**src/rtl/gate_tt_sequencer.sv**
```systemverilog
// Truth-table sequencer for a 2-input gate under test.
// Walks {a,b} through 00..11, samples c, reports mismatches.
module gate_tt_sequencer #(
  parameter int DWELL  = 5,
  parameter int SETTLE = 2
) (
  input  logic       clk,
  input  logic       rst_n,
  input  logic       start,
  input  logic [3:0] expected,
  input  logic       c_in,
  output logic       a_out,
  output logic       b_out,
  output logic [1:0] vec_idx,
  output logic       busy,
  output logic       done,
  output logic       pass,
  output logic [3:0] err_mask
);

  localparam int CW = (DWELL > 2) ? $clog2(DWELL) : 1;

  localparam logic [CW-1:0] LAST = CW'(DWELL - 1);
  localparam logic [CW-1:0] SAMP = CW'(SETTLE);
  localparam logic [CW-1:0] ONE  = CW'(1);

  typedef enum logic [1:0] {
    S_IDLE = 2'd0,
    S_RUN  = 2'd1,
    S_FIN  = 2'd2
  } state_e;

  state_e        state_q, state_d;
  logic [CW-1:0] dwell_q, dwell_d;
  logic [1:0]    vec_q, vec_d;
  logic [3:0]    exp_q, exp_d;
  logic [3:0]    err_q, err_d;
  logic          a_q, a_d;
  logic          b_q, b_d;
  logic          busy_q, busy_d;
  logic          done_q, done_d;
  logic          pass_q, pass_d;

  // Next-state and registered-output logic for the sequencer FSM
  always_comb begin
    state_d = state_q;
    dwell_d = dwell_q;
    vec_d   = vec_q;
    exp_d   = exp_q;
    err_d   = err_q;
    a_d     = a_q;
    b_d     = b_q;
    busy_d  = busy_q;
    done_d  = 1'b0;
    pass_d  = pass_q;

    unique case (state_q)
      S_IDLE: begin
        a_d    = 1'b0;
        b_d    = 1'b0;
        busy_d = 1'b0;
        if (start) begin
          exp_d   = expected;
          err_d   = 4'b0000;
          pass_d  = 1'b0;
          vec_d   = 2'd0;
          dwell_d = '0;
          busy_d  = 1'b1;
          state_d = S_RUN;
        end
      end

      S_RUN: begin
        busy_d = 1'b1;
        if (dwell_q == SAMP) begin
          err_d[vec_q] = c_in ^ exp_q[vec_q];
        end
        if (dwell_q == LAST) begin
          dwell_d = '0;
          if (vec_q != 2'd3) begin
            vec_d      = vec_q + 2'd1;
            {a_d, b_d} = vec_q + 2'd1;
          end else begin
            // pass is driven alongside done so both
            // are valid in the FIN cycle
            state_d = S_FIN;
            busy_d  = 1'b0;
            a_d     = 1'b0;
            b_d     = 1'b0;
            vec_d   = 2'd0;
            done_d  = 1'b1;
            pass_d  = (err_d == 4'b0000);
          end
        end else begin
          dwell_d = dwell_q + ONE;
        end
      end

      S_FIN: begin
        pass_d  = (err_q == 4'b0000);
        state_d = S_IDLE;
      end

      default: begin
        state_d = S_IDLE;
      end
    endcase
  end

  // State register with synchronous active-low reset
  always_ff @(posedge clk) begin
    if (!rst_n) begin
      state_q <= S_IDLE;
      dwell_q <= '0;
      vec_q   <= 2'd0;
      exp_q   <= 4'b0000;
      err_q   <= 4'b0000;
      a_q     <= 1'b0;
      b_q     <= 1'b0;
      busy_q  <= 1'b0;
      done_q  <= 1'b0;
      pass_q  <= 1'b0;
    end else begin
      state_q <= state_d;
      dwell_q <= dwell_d;
      vec_q   <= vec_d;
      exp_q   <= exp_d;
      err_q   <= err_d;
      a_q     <= a_d;
      b_q     <= b_d;
      busy_q  <= busy_d;
      done_q  <= done_d;
      pass_q  <= pass_d;
    end
  end

  assign a_out    = a_q;
  assign b_out    = b_q;
  assign vec_idx  = vec_q;
  assign busy     = busy_q;
  assign done     = done_q;
  assign pass     = pass_q;
  assign err_mask = err_q;

endmodule

```
**config.mk**
```make
export PLATFORM = sky130hd
export DESIGN_NAME = gate_tt_sequencer
export DESIGN_NICKNAME = d
export VERILOG_FILES = /design/src/rtl/gate_tt_sequencer.sv
export SDC_FILE = /design/constraint.sdc
export NUM_CORES = 1
export LEC_CHECK = 0
export ABC_AREA = 1
export BUFFER_PORTS_ARGS = -buffer_cell sky130_fd_sc_hd__clkbuf_2
export CORE_MARGIN = 3
export CORE_UTILIZATION = 30
export CTS_CLUSTER_SIZE = 40
export DETAILED_ROUTE_END_ITERATION = 10
export PLACE_DENSITY_LB_ADDON = 0.08
export SETUP_SLACK_MARGIN = 0.2
export SYNTH_ARGS = -nofsm -noshare
export SYNTH_HDL_FRONTEND = slang
export SYNTH_SLANG_ARGS = --single-unit
```
**constraint.sdc**
```tcl
create_clock -name clk -period 1.85 [get_ports clk]
set_clock_uncertainty 0.15 [all_clocks]
set_input_delay 0.185 -clock clk [delete_from_list [all_inputs] [get_ports clk]]
set_output_delay 0.185 -clock clk [all_outputs]
set_load 0.01 [all_outputs]
```
# After elaboration in Yosys (flattened, before gate mapping)

Index checks and enable logic that the tools add are counted.

$add $sub $neg: 2
Order comparisons: 2
Equality and inequality tests: 8
Multiplexer cells: 35
Bitwise operators: 1
Reduce and logical (&&, ||, !) cells: 13

Operators by type and width:

| operator              | count |
|---|---|
| $mux W1               | 13 |
| $mux W2               | 6 |
| $mux W4               | 3 |
| $reduce_and A3 Y1     | 3 |
| $logic_not A4 Y1      | 2 |
| $ne A2 B2 Y1 const B  | 4 |
| $pmux W2 S2           | 2 |
| $pmux W4 S2           | 1 |
| $mux W3               | 2 |
| $pmux W1 S2           | 3 |
| $pmux W3 S2           | 1 |
| $reduce_and A2 Y1     | 3 |
| $bwmux W4             | 1 |
| $reduce_and A4 Y1     | 1 |
| $add A3 B1 Y3 const B | 1 |
| $eq A3 B2 Y1 const B  | 1 |
| $eq A3 B3 Y1 const B  | 1 |
| $lt A2 B3 Y1 const B  | 1 |
| $pmux W1 S3           | 1 |
| $reduce_bool A3 Y1    | 1 |
| $add A2 B1 Y2 const B | 1 |
| $bmux W1 S2           | 1 |
| $demux W1 S2          | 1 |
| $eq A2 B1 Y1 const B  | 1 |
| other kinds (6)       | 6 |

Register bits after elaboration: 20
Input bits: 8

# Depth between registers and ports, before layout

Depth after elaboration: 11
Mapped depth: 13
Mapped depth without buffers: 13

# Worst setup path before layout

Ideal clock, no wire load.

Path type: reg2reg
Start: register vec_q[1], in the netlist vec_idx[1]
End: register pass_q, in the netlist pass
Library setup time: 0.066 ns
Data arrival time: 1.452 ns
Slack: 0.182 ns
Stages on the path, launching flop included: 13
Buffers on the path: 0
Cell sequence: dfxtp_1 inv_1 ha_1 inv_1 nor2_1 or2_2 nand2_1 nand2_1 inv_1 nand2_1 nand2_1 nand2_1 a21oi_2

Longest elaborated chain between the ends: 11
Elaborated cells on any way between the ends: 18

Ends and longest elaborated chain:

| element                                                            | line | RTL |
|---|---|---|
| start, declared                                                    | 35   | `logic [1:0] vec_q, vec_d;` |
| start signal, assigned                                             | 126  | `vec_q <= vec_d;` |
| $lt A2 B3 Y1 (implied by the code) or $ge A2 B1 Y1 (tied branches) | 76   | `err_d[vec_q] = c_in ^ exp_q[vec_q];` |
| $logic_and A1 B1 Y1 (implied by the code)                          | 76   |  |
| $mux W1 (implied by the code)                                      | 76   |  |
| $demux W1 S2                                                       | 76   |  |
| $bwmux W4                                                          | 76   |  |
| $mux W4                                                            | 75   | `if (dwell_q == SAMP) begin` |
| $mux W4                                                            | 57   | `unique case (state_q)` |
| $logic_not A4 Y1                                                   | 92   | `pass_d = (err_d == 4'b0000);` |
| $mux W1                                                            | 80   | `if (vec_q != 2'd3) begin` |
| $mux W1                                                            | 78   | `if (dwell_q == LAST) begin` |
| $pmux W1 S3                                                        | 57   |  |
| end signal, assigned                                               | 133  | `pass_q <= pass_d;` |
| end, declared                                                      | 42   | `logic pass_q, pass_d;` |

Parallel ways exist; a longest one is shown, timed or not. The select of a mux whose other input is x is not followed.
A chain may end at the register's enable or synchronous reset.

# Worst setup path after layout

Start: register vec_q[0], in the netlist vec_idx[0]
End: register pass_q, in the netlist pass

Same word-level chain as after synthesis.

==> summary.txt <==
Status
  – Status: complete, no violations

Finish
  – NumNets Final: 208
  – Synth-to-Final Area Change: 32.26%
  – Register area: 415.4 µm²
  – Most common cell after layout, fill and taps aside: nand2_1
  – # diodes: 0
  – Commonest non-fill, non-tap cells in the layout: 27 x nand2_1, 18 x nor2_1, 18 x clkbuf_2
  – # fillers: 364
  – Layout cell share with drive strength beyond 1: 37.23%
  – Fin util: 43.04%
  – Multi-input logic area: 715.7 µm²

Worst setup path
  – Cell count of the worst reg-to-reg path: 12
  – CP required: 1900 ps
  – Worst path max stage delay: 400 ps
  – CP startpoint kind: register
  – Cell chain of the critical path: inv_4, ha_2, clkinv_1, nor2_2, or2_1, nand2_2, inv_1, nor2_1, nand2_1, nand2_1, nand2_1, a21oi_2
  – Worst Path Max Fanout: 6
  – R2R Path End: pass$_SDFFE_PN0P_
  – Setup crit start: vec_idx[0]$_SDFFE_PN0P_
  – R2R Path Start: vec_idx[0]$_SDFFE_PN0P_
  – Critical Path Sink Type: register
  – Most common cell on crit path: nand2_1
  – CP max stage cell: dfxtp_4
  – Crit path DAT: 1630 ps
  – Reg2Reg Setup Slack: 270 ps
  – WS Path Type: reg2reg

GRT
  – Overall Global Routing Usage: 13.28%
  – Initial antenna violation count: 0
  – Pin count of the biggest net entering global routing: 13
  – Global-route wire length before repair: 4581 µm
  – Gr ovfl total: 0
  – Number of global-route vias before repair: 1,016

Min path
  – WHS Endpoint: exp_q[2]$_SDFFE_PN0P_
  – WHS Path Cells: 3
  – Hold path start: expected[2]
  – Min-delay worst type: in2reg

Route
  – Number of DRC markers in iteration 0: 44
  – Drt via density: 4.517
  – Router iterations before antenna repair: 4
  – Final wirelength: 2722 µm
  – DRC viols: 0
  – WL per Instance: 11.63 µm
  – Routed Antenna Nets: 0
  – Routed via count: 1,057

Place
  – I/O Buffers: 18
  – Placer Congestion: 0.8168
  – Post-DP HPWL: 2067 µm
  – Worst slack, placed: -52.29 ps

Logic synthesis
  – Largest area contributor in the netlist: dfxtp_1
  – Synthesis-stage register bit count: 20
  – Syn avg cell area: 7.054 µm²
  – Library cells used by synthesis: 24
  – Syn Std Cell Area: 0.001129 mm²
  – Syn nets: 179
  – Post-synth top area share: 35.48%
  – Cells after Synth: 160
  – Syn. warnings: 0
  – Synth top area cells: dfxtp_1 35%, ha_1 12%, nand2_1 10%
  – Seq/Total Area, Yosys: 35.48%

Pwr
  – Cell Pwr Density: 807.8 mW/mm²
  – Lkg Pwr: 0.6411 nW
  – Worst ir drop on vdd: 309.9 µV

Timing
  – PnR worst setup slack: 266.3 ps
  – Hold Worst Slack: 29.60 ps
  – Max_slew headroom: 78.81%
  – Final critical-path required period: 1584 ps
  – Measured slew at the worst slew-check pin: 315.9 ps
  – Pins Over Slew Limit: 0
  – Hold Vio Cnt, Final: 0
  – Final Cycle Share: 85.60%
  – Unrepaired setup endpoints after global routing: yes
  – Max frequency: 631.5 MHz
  – Sum of negative setup slack: 0 ps
  – Setup violations, final: 0

CTS
  – CTS tree: yes
  – Reg clk slew, reported paths: 80 ps
  – Clk root buf: clkbuf_8
  – Cts hold-fix bufs: 0
  – Deepest clock path buffer count: 2
  – TritonCTS Sinks: 20
  – Num CTS Buffers: 3
  – Clk_lat worst skew: 260 ps
  – H-tree levels: 1

Floorplan
  – Effective utilization at floorplan: 32.54%
  – Die span in y: 67.34 µm
  – # IOs: 19
  – Die area: 0.004534 mm²
  – Core area: 0.003468 mm²
  – Chip width: 67.34 µm
  – # rows: 21

Run
  – Max Cap Viol: 0
critical path, delay by kind of cell (launching register included):
family,cells,cell delay [ps]
simple gates,7,560
buf+inv,3,150
flops,1,400
compound gates,1,100
fa+ha+maj,1,170
cells by family (layout without fill, tap and decap cells):
family | count (synthesis) | count (layout) | share of synthesized area [%]
AOI/OAI and AO/OA | 28 | 28 | 13.42
buffers and inverters | 27 | 55 | 8.979
adders and majority gates | 11 | 11 | 12.19
DFF | 20 | 20 | 35.48
and+or+nand+nor | 74 | 74 | 29.93
through the flow:
stage | cells | area [µm²] | power (W)
4_1_cts | 231 | 1394 | 0.001167
5_1_grt | 234 | 1493 | 0.001293
3_3_place_gp | 224 | 1282 | 0.0007944
3_5_place_dp | 224 | 1282 | 0.0007928
2_1_floorplan | 160 | 1131 | 0.0007036
6_report | 234 | 1493 | 0.001206
layer usage:
layer / routed length (µm) / global-route usage (%) / share of wire (%)
met1: 1369 / 18.55 / 50
met2: 1224 / 19.88 / 45
met3: 95 / 2.995 / 3.5
met4: 33 / 4.810 / 1.2
met5: 0 / 0 / 0
registers in the layout (all words and copies together) (netlist names):
name,flops
a_out,1
b_out,1
busy,1
done,1
dwell_q,3
err_mask,4
exp_q,4
pass,1
state_q,2
vec_idx,2
where the power goes:
group / internal (W) / total, W / switching, W
registers: 0.000470 / 0.000505 / 0.0000348
clock network: 0.000189 / 0.000339 / 0.000149
logic: 0.000147 / 0.000362 / 0.000215
total: 0.000806 / 0.00121 / 0.000399
synth_stat cells:
cell / n
nand2_2: 2
ha_1: 11
o21ai_0: 10
a21oi_1: 12
nand3_1: 7
clkinv_1: 2
nand2_1: 30
inv_2: 4
nand3_2: 4
nand2_4: 1
o21ai_1: 3
a21oi_2: 1
a211oi_1: 1
nor2_2: 1
nand4_1: 1
clkbuf_1: 1
or2_1: 1
nor3_1: 1
nor2_1: 24
o311a_1: 1
dfxtp_1: 20
inv_1: 20
nor4_1: 1
or2_2: 1
area by class of cell:
cell class,instances,area share [%]
Multi-Input combinational cell,113,47.95
Sequential cell,20,27.83
Timing Repair Buffer,25,9.807
Inverter,26,6.873
Tap cell,46,3.856
Clock buffer,4,3.688
timing repair:
action | 4_1_cts | 5_1_grt
pin swaps | 1 | 10
endpoints found under the setup margin | 8 | 13
buffers inserted | 3 | 3
gates resized for setup | 13 | 25
worst max-delay path by stage:
stage	endpoint	slack, ps	cells past startpoint
6_report	pass$_SDFFE_PN0P_	270	12
5_1_grt	pass$_SDFFE_PN0P_	140	10
4_1_cts	pass$_SDFFE_PN0P_	200	12
3_5_place_dp	vec_idx[1]$_SDFFE_PN0P_	-50	9
3_3_place_gp	vec_idx[1]$_SDFFE_PN0P_	-40	9
2_1_floorplan	pass$_SDFFE_PN0P_	260	12
No activity file was read; power rests on OpenSTA's default activity.
